File: config.mk
export PLATFORM = sky130hd
export DESIGN_NAME = keypad_scanner
export DESIGN_NICKNAME = d
export VERILOG_FILES = /design/src/rtl/keypad_scanner.sv
export SDC_FILE = /design/constraint.sdc
export NUM_CORES = 1
export LEC_CHECK = 0
export ABC_AREA = 1
export CAP_MARGIN = 20
export CORE_ASPECT_RATIO = 0.8
export CORE_MARGIN = 2
export CORE_UTILIZATION = 40
export DETAILED_ROUTE_END_ITERATION = 8
export GPL_TIMING_DRIVEN = 0
export PLACE_DENSITY = 0.56
export SKIP_LAST_GASP = 1
export SLEW_MARGIN = 5
export SYNTH_ARGS = -nofsm -noshare
export SYNTH_HDL_FRONTEND = slang
export SYNTH_SLANG_ARGS = --single-unit
File: constraint.sdc
create_clock -name clk -period 9.2 [get_ports clk]
set_input_delay 1.84 -clock clk [delete_from_list [all_inputs] [get_ports clk]]
set_output_delay 1.84 -clock clk [all_outputs]
set_load 0.02 [all_outputs]
File: src/rtl/keypad_scanner.sv
// 4x4 matrix keypad scanner: one-cold column rotation, row sampling at the end of
// each column slot, whole-scan debounce, and a one-cycle strobe per accepted key.
module keypad_scanner #(
  parameter int SCAN_DIV       = 50000,
  parameter int DEBOUNCE_SCANS = 4
) (
  input  logic       clk,
  input  logic       rst_n,
  input  logic [3:0] row_in,
  output logic [3:0] col_out,
  output logic [3:0] key_code,
  output logic       key_valid,
  output logic       key_held
);

  localparam int DIV_W = $clog2(SCAN_DIV);
  localparam int CNT_W = $clog2(DEBOUNCE_SCANS + 1);
  localparam logic [DIV_W-1:0] DIV_LAST = DIV_W'(SCAN_DIV - 1);
  localparam logic [CNT_W-1:0] CNT_MAX  = CNT_W'(DEBOUNCE_SCANS);
  localparam logic [CNT_W-1:0] CNT_ONE  = CNT_W'(1);

  // Scan results: 0..15 are key indices, plus two out-of-band codes.
  localparam logic [4:0] RES_NONE    = 5'd16;
  localparam logic [4:0] RES_INVALID = 5'd17;

  logic [3:0]       row_meta;
  logic [3:0]       row_sync;
  logic [DIV_W-1:0] div;
  logic [1:0]       col;
  logic [15:0]      snapshot;
  logic             eval_pending;
  logic [4:0]       candidate;
  logic [4:0]       stable;
  logic [CNT_W-1:0] cnt;

  logic [4:0]       ones;
  logic [3:0]       hot_idx;
  logic [4:0]       scan_result;
  logic [4:0]       cand_next;
  logic [CNT_W-1:0] cnt_next;
  logic             accept;
  logic [1:0]       col_next;

  assign col_next = col + 2'd1;

  always_comb begin
    ones        = '0;
    hot_idx     = '0;
    scan_result = RES_NONE;
    for (int i = 0; i < 16; i++) begin
      if (snapshot[i]) begin
        ones    = ones + 5'd1;
        hot_idx = 4'(i);
      end
    end
    if (ones == 5'd1)
      scan_result = {1'b0, hot_idx};
    else if (ones != 5'd0)
      scan_result = RES_INVALID;
  end

  // A result is accepted once it has repeated enough scans; INVALID never is.
  always_comb begin
    cand_next = candidate;
    cnt_next  = cnt;
    if (scan_result == candidate) begin
      if (cnt != CNT_MAX)
        cnt_next = cnt + CNT_ONE;
    end else begin
      cand_next = scan_result;
      cnt_next  = CNT_ONE;
    end
    accept = (cnt_next == CNT_MAX) && (cand_next != stable) &&
             (cand_next != RES_INVALID);
  end

  always_ff @(posedge clk) begin
    if (!rst_n) begin
      row_meta     <= 4'hF;
      row_sync     <= 4'hF;
      div          <= '0;
      col          <= '0;
      col_out      <= 4'b1110;
      snapshot     <= '0;
      eval_pending <= 1'b0;
      candidate    <= RES_NONE;
      stable       <= RES_NONE;
      cnt          <= '0;
      key_code     <= '0;
      key_valid    <= 1'b0;
      key_held     <= 1'b0;
    end else begin
      row_meta     <= row_in;
      row_sync     <= row_meta;
      key_valid    <= 1'b0;
      eval_pending <= (div == DIV_LAST) && (col == 2'd3);

      if (div == DIV_LAST) begin
        div                      <= '0;
        col                      <= col_next;
        col_out                  <= ~(4'b0001 << col_next);
        snapshot[{col, 2'b00} +: 4] <= ~row_sync;
      end else begin
        div <= div + 1'b1;
      end

      // Evaluation falls in column 0's first cycle, never on a sample cycle.
      if (eval_pending) begin
        snapshot  <= '0;
        candidate <= cand_next;
        cnt       <= cnt_next;
        if (accept) begin
          stable <= cand_next;
          if (cand_next == RES_NONE) begin
            key_held <= 1'b0;
          end else begin
            key_code  <= cand_next[3:0];
            key_held  <= 1'b1;
            key_valid <= 1'b1;
          end
        end
      end
    end
  end

endmodule

Word level (Yosys, flattened, before mapping)
Index checks and enable logic that the tools add are counted. W data, S select, Z words.

Flip-flop bits (word level): 66. Input port bits: 6. Output and inout port bits: 10. Word-level logic and storage cells: 95.

$add $sub $neg: 19. Equal/unequal tests: 9. Shift operators: 3. Multiplexer cells: 38. Bitwise operators: 4. Reductions and logical operators: 9.

Operators with widths (number): $mux W5 (17); $add A5 B1 Y5 const B (15); $mux W4 (14); $add A16 B1 Y16 const B (1); $bwmux W16 (1); $eq A16 B16 Y1 const B (1); $shift A4 B6 Y16 const A (1); $shiftx A4 B6 Y16 (1); $not A4 Y4 (2); $mux W3 (2); $neg A4 Y6 (1); $reduce_and A3 Y1 (2); $eq A5 B1 Y1 const B (1); $eq A5 B5 Y1 (1); $eq A5 B5 Y1 const B (1); $ne A5 B5 Y1 (1); $ne A5 B5 Y1 const B (1); $reduce_bool A5 Y1 (1); $mux W1 (4); $reduce_or A2 Y1 (2); $shl A1 B2 Y4 const A (1); $add A3 B1 Y3 const B (1); $eq A3 B3 Y1 const B (1); $logic_and A1 B1 Y1 (3); other kinds (5) (6).

Logic depth before layout (Yosys ltp)
Depth after elaboration: 40. Depth in mapped cells: 62. Gate-level depth less buffers: 62.

Least setup slack after synthesis
Ideal clock, no wire load.

Path type: register to register. From: register snapshot[0]. To: register key_code[0]. Setup time: 133 ps. Arrival: 7658 ps. Data required time: 9067 ps. Path slack: 1409 ps. Stages on the path, launching flop included: 60. Buffers on the path: 0. Period minus slack after synthesis: 7791 ps. Cells stage by stage: dfxtp_1 -> inv_1 -> ha_1 -> inv_1 -> nand2_2 -> nand2_1 -> inv_1 -> ha_1 -> nand2_1 -> nand2_1 -> ha_1 -> or2_1 -> nand2_1 -> inv_1 -> ha_1 -> nand2_1 -> nand2_2 -> ha_1 -> [... 24 more ...] -> nand2_1 -> nand2_2 -> ha_1 -> nor2_1 -> a31oi_1 -> inv_1 -> nand2_2 -> nor2_8 -> nand2_1 -> nand2_1 -> nand2_1 -> nand2_1 -> nor2_2 -> nand3_2 -> nor2_4 -> nand4_4 -> nand2_1 -> a21oi_2.

Cells in the longest elaborated chain, start to end: 40. Elaborated cells on any way between the ends: 46. Those cells by class: add/sub (15); eq/ne (6); mux (20); bitwise (1); reduce/logical (4).

Ends and longest elaborated chain: start: declaration (RTL line 30) `logic [15:0] snapshot;`; start signal: indexed assignment (RTL line 102) `snapshot[{col, 2'b00} +: 4] <= ~row_sync;`; $mux W1 (*) (RTL line 51) `if (snapshot[i]) begin`; $add A5 B1 Y5 (RTL line 52) `ones = ones + 5'd1;`; $mux W5 (*) (RTL line 51); $add A5 B1 Y5 (RTL line 52); $mux W5 (*) (RTL line 51); $add A5 B1 Y5 (RTL line 52); $mux W5 (*) (RTL line 51); $add A5 B1 Y5 (RTL line 52); [... 23 more ...]; $reduce_bool A5 Y1 (RTL line 58) `else if (ones != 5'd0)`; $mux W1 (RTL line 58); $mux W5 (*) (RTL line 56) `if (ones == 5'd1)`; $eq A5 B5 Y1 (RTL line 66) `if (scan_result == candidate) begin`; $mux W5 / $mux W3 (equally long branches) (RTL line 66); $ne A5 B5 Y1 / $eq A3 B3 Y1 (equally long branches) (RTL line 73) `accept = (cnt_next == CNT_MAX) && (cand_next != stable) &&`; $logic_and A1 B1 Y1 (2 in series) (RTL line 73); $reduce_and A3 Y1 (no line); end signal: assignment (RTL line 117) `key_code <= cand_next[3:0];`; end: declaration (RTL line 11) `output logic [3:0] key_code,`.

Every way passes the cells marked *; elsewhere a longest branch is shown, timed or not. A chain may end at the register's enable or synchronous reset.

Final worst setup path
From: register snapshot[0]. To: register key_code[2].

Same word-level chain as after synthesis.

==> metrics.csv <==
metric,value,unit
CTS tree,built,
final standard cell utilization of the core,47.1,%
worst min-delay path class,reg -> reg,
I/O pins,16,
die height,102,um
maximum clock frequency,0.118,GHz
Vias/cell,4.78,
cell with the most instances after synthesis,nand2_1,
global-route wire length before repair,18700,um
clock-pin transition on the worst setup and hold timing paths,50,ps
status,"complete, no violations",
share of cells above drive strength 1,14.7,%
number of buffers and inverters on the critical path,10,
main combinational cell family by area after synthesis,simple AND/OR/NAND/NOR gates,
mux contribution to synthesized area,0,%
worst slew slack as a fraction of its limit,67.2,%
Antenna Violating Nets Remaining,0,
slowest cell on the critical path,dfxtp_1,
Placeable Area,0.0116,mm2
Synth top area share,27.5,%
insertion delay to the later sink of the worst-skew pair,330,ps
top fanout value on the critical path,6,
gp weighted congestion,0.791,
pins over their slew limit,0,
fraction of the mapped netlist area in adder cells,6.00,%
Simple-Gate Fraction of Synth Area,43.1,%
library cells used by synthesis,40,
Routed wire per std cell,10.9,um
Post-synth top cells,"nand2_1 (193), inv_1 (124), dfxtp_1 (66)",
area share of xor/xnor cells in the synthesized design,1.64,%
actual slew at the worst max-slew pin,492,ps
post-synthesis async set-or-reset flop share,0,%
CTS Hold Bufs,0,
post-synthesis instance area,0.00480,mm2
sum of overflow across all layers after global routing,0,
total setup violations reported at the end of the flow,0,
cell accounting for the most synthesized area,dfxtp_1,
count of yosys warnings during synthesis,0,
M1 WL,5450,um
kind of launch point of the worst setup path,flop,
maximum number of buffers from clock root to sink,2,
initial antenna violation count,0,
Critical Path Sink Type,flop,
met2 routed wirelength,4310,um
number of clock sinks,66,
share of total power in combinational logic,1.9,%
number of CTS-inserted buffers,9,
count of standard-cell rows,35,
share of synthesized area occupied by flip-flops and latches,27.5,%
final critical-path required period,8510,ps
first-iteration detailed-routing DRC count,192,
peak supply drop,0.131,mV
top routing layer in use,met4,
"EDFF count, synth",0,
"Period Utilization, post-route",92.5,%
clock network fraction of total power,50.8,%
Leak Pwr,2.78,nW
initial standard-cell utilization of the core,41.3,%
routed wire length,10100,um
top flip-flop cell by instance count after synthesis,dfxtp_1,
"Top cell by count, worst path",nand2_1,
drt first pass iters,4,
cell internal power dissipation,489,uW
Post-Synthesis Cells,742,
vias in the first global route,4337,
number of hold violations in the final report,0,
Die Span X,126,um
"Area growth, synth to finish",14.0,%
"FF+latch count, synth",66,
post-route DRC violation count,0,
total chip power,615,uW
syn_area_per_cell,6.47,um2
# H-tree levels,3,
maximum capacitance violations,0,
overall routing resource usage,17.2,%
category of cells accounting for the largest share of critical-path delay,adder cells,
total negative slack for setup checks,0,ps
via count,4417,
maximum number of pins on one net before global-route repair,11,
share of total power consumed by net switching,20.5,%
# port buffers,15,
total inserted antenna cells,0,
compound-cell area share of the yosys netlist,10.5,%
Met3 Wirelength,214,um
total net switching power,126,uW
data required time of the critical path,9450,ps
clk_skew,7.48,ps
DP HPWL,8010,um
class of the most critical setup path,reg -> reg,
largest cells by area after synthesis,"dfxtp_1 (28%), nand2_1 (15%), inv_1 (9.7%), ha_1 (6.0%), nand3_1 (5.8%)",
slowest cell delay on critical path,330,ps
power density of the placed cells,112,mW/mm2
root buffer cell,clkbuf_16,
number of nets in the layout,802,
endpoint arrival time on the critical path,8760,ps
part of the total power dissipated in sequential elements,47.3,%
Die Outline Area,0.0129,mm2
net count of the mapped netlist,771,
-- metal layers --
layer / up-vias / track usage (%)
met5: - / 0
li1: 2435 / -
met2: 47 / 28.3
met4: 0 / 5.83
met1: 1923 / 23.4
met3: 12 / 2.25
-- final cells by class --
| type | instances | area (um2) |
|---|---|---|
| clock buffers | 13 | 260 |
| flip-flops and latches | 66 | 1320 |
| multi-input cells | 535 | 2960 |
| clock inverters | 2 | 12.5 |
| plain buffers | 11 | 55.1 |
| repair buffers | 20 | 185 |
| inverters | 130 | 488 |
| fillers | 1167 | 6140 |
| well taps | 148 | 185 |
-- final timing paths --
path	start	endpoint	slack, ps	cells after the start
worst max-delay path	snapshot[0]	key_code[2]	690	62
worst min-delay path	row_meta[1]	row_sync[1]	410	1
worst max register to register	snapshot[0]	key_code[2]	690	62
worst min register to register	row_meta[1]	row_sync[1]	410	1
-- through the flow --
step	hold WS [ps]	instances	setup slack, ps	instance area (um2)
floorplan	393	742	1410	4800
global placement	408	905	848	5130
detailed placement	402	905	681	5130
CTS	409	920	635	5410
global route	433	925	-20.1	5470
finish	411	925	693	5470
-- layout by cell type (no fill, tap or decap), types with 2 or more instances in the layout --
| cell type | count |
|---|---|
| a211oi_1 | 13 |
| clkdlybuf4s50_1 | 15 |
| nor2_2 | 5 |
| nand2_2 | 44 |
| o22ai_1 | 6 |
| or2_2 | 11 |
| nor2_1 | 50 |
| xor2_1 | 9 |
| a21oi_1 | 39 |
| buf_4 | 4 |
| a21oi_2 | 3 |
| nand3_4 | 3 |
| a31oi_1 | 4 |
| inv_1 | 124 |
| nor4_1 | 5 |
| buf_2 | 2 |
| nand3_2 | 14 |
| clkinv_1 | 2 |
| clkbuf_1 | 9 |
| dfxtp_1 | 66 |
| nor3_1 | 13 |
| nand3b_1 | 8 |
| clkbuf_8 | 2 |
| ha_1 | 22 |
| inv_2 | 4 |
| nor2_4 | 4 |
| clkbuf_16 | 9 |
| a21boi_0 | 4 |
| o21ai_0 | 12 |
| nand4_1 | 8 |
| nand2_1 | 191 |
| nand3_1 | 55 |
-- repair_timing --
action                     CTS  global route
setup endpoints to repair    0            10
resized for setup            0             6
buffers inserted             0             5
-- registers in the layout, indices dropped and copies added (netlist names) --
signal / cells
eval_pending: 1
stable: 5
row_sync: 4
snapshot: 16
row_meta: 4
cnt: 3
key_held: 1
col_out: 4
col: 2
candidate: 5
key_valid: 1
key_code: 4
div: 16
-- cells by family after synthesis --
| kind of cell | Yosys count |
|---|---|
| AOI/OAI and AO/OA | 85 |
| xor gates and xnor gates | 9 |
| adders and majority gates | 23 |
| buffers and inverters | 141 |
| DFF | 66 |
| and+or+nand+nor | 418 |
-- power by group through the flow --
stage | sequential, mW | clock, mW | combinational (mW)
floorplan | 0.296 | 0 | 0.00743
global placement | 0.296 | 0 | 0.0121
detailed placement | 0.296 | 0 | 0.0121
CTS | 0.290 | 0.319 | 0.0121
global route | 0.290 | 0.333 | 0.0140
finish | 0.290 | 0.312 | 0.0118
(Power assumes the default switching activity.)
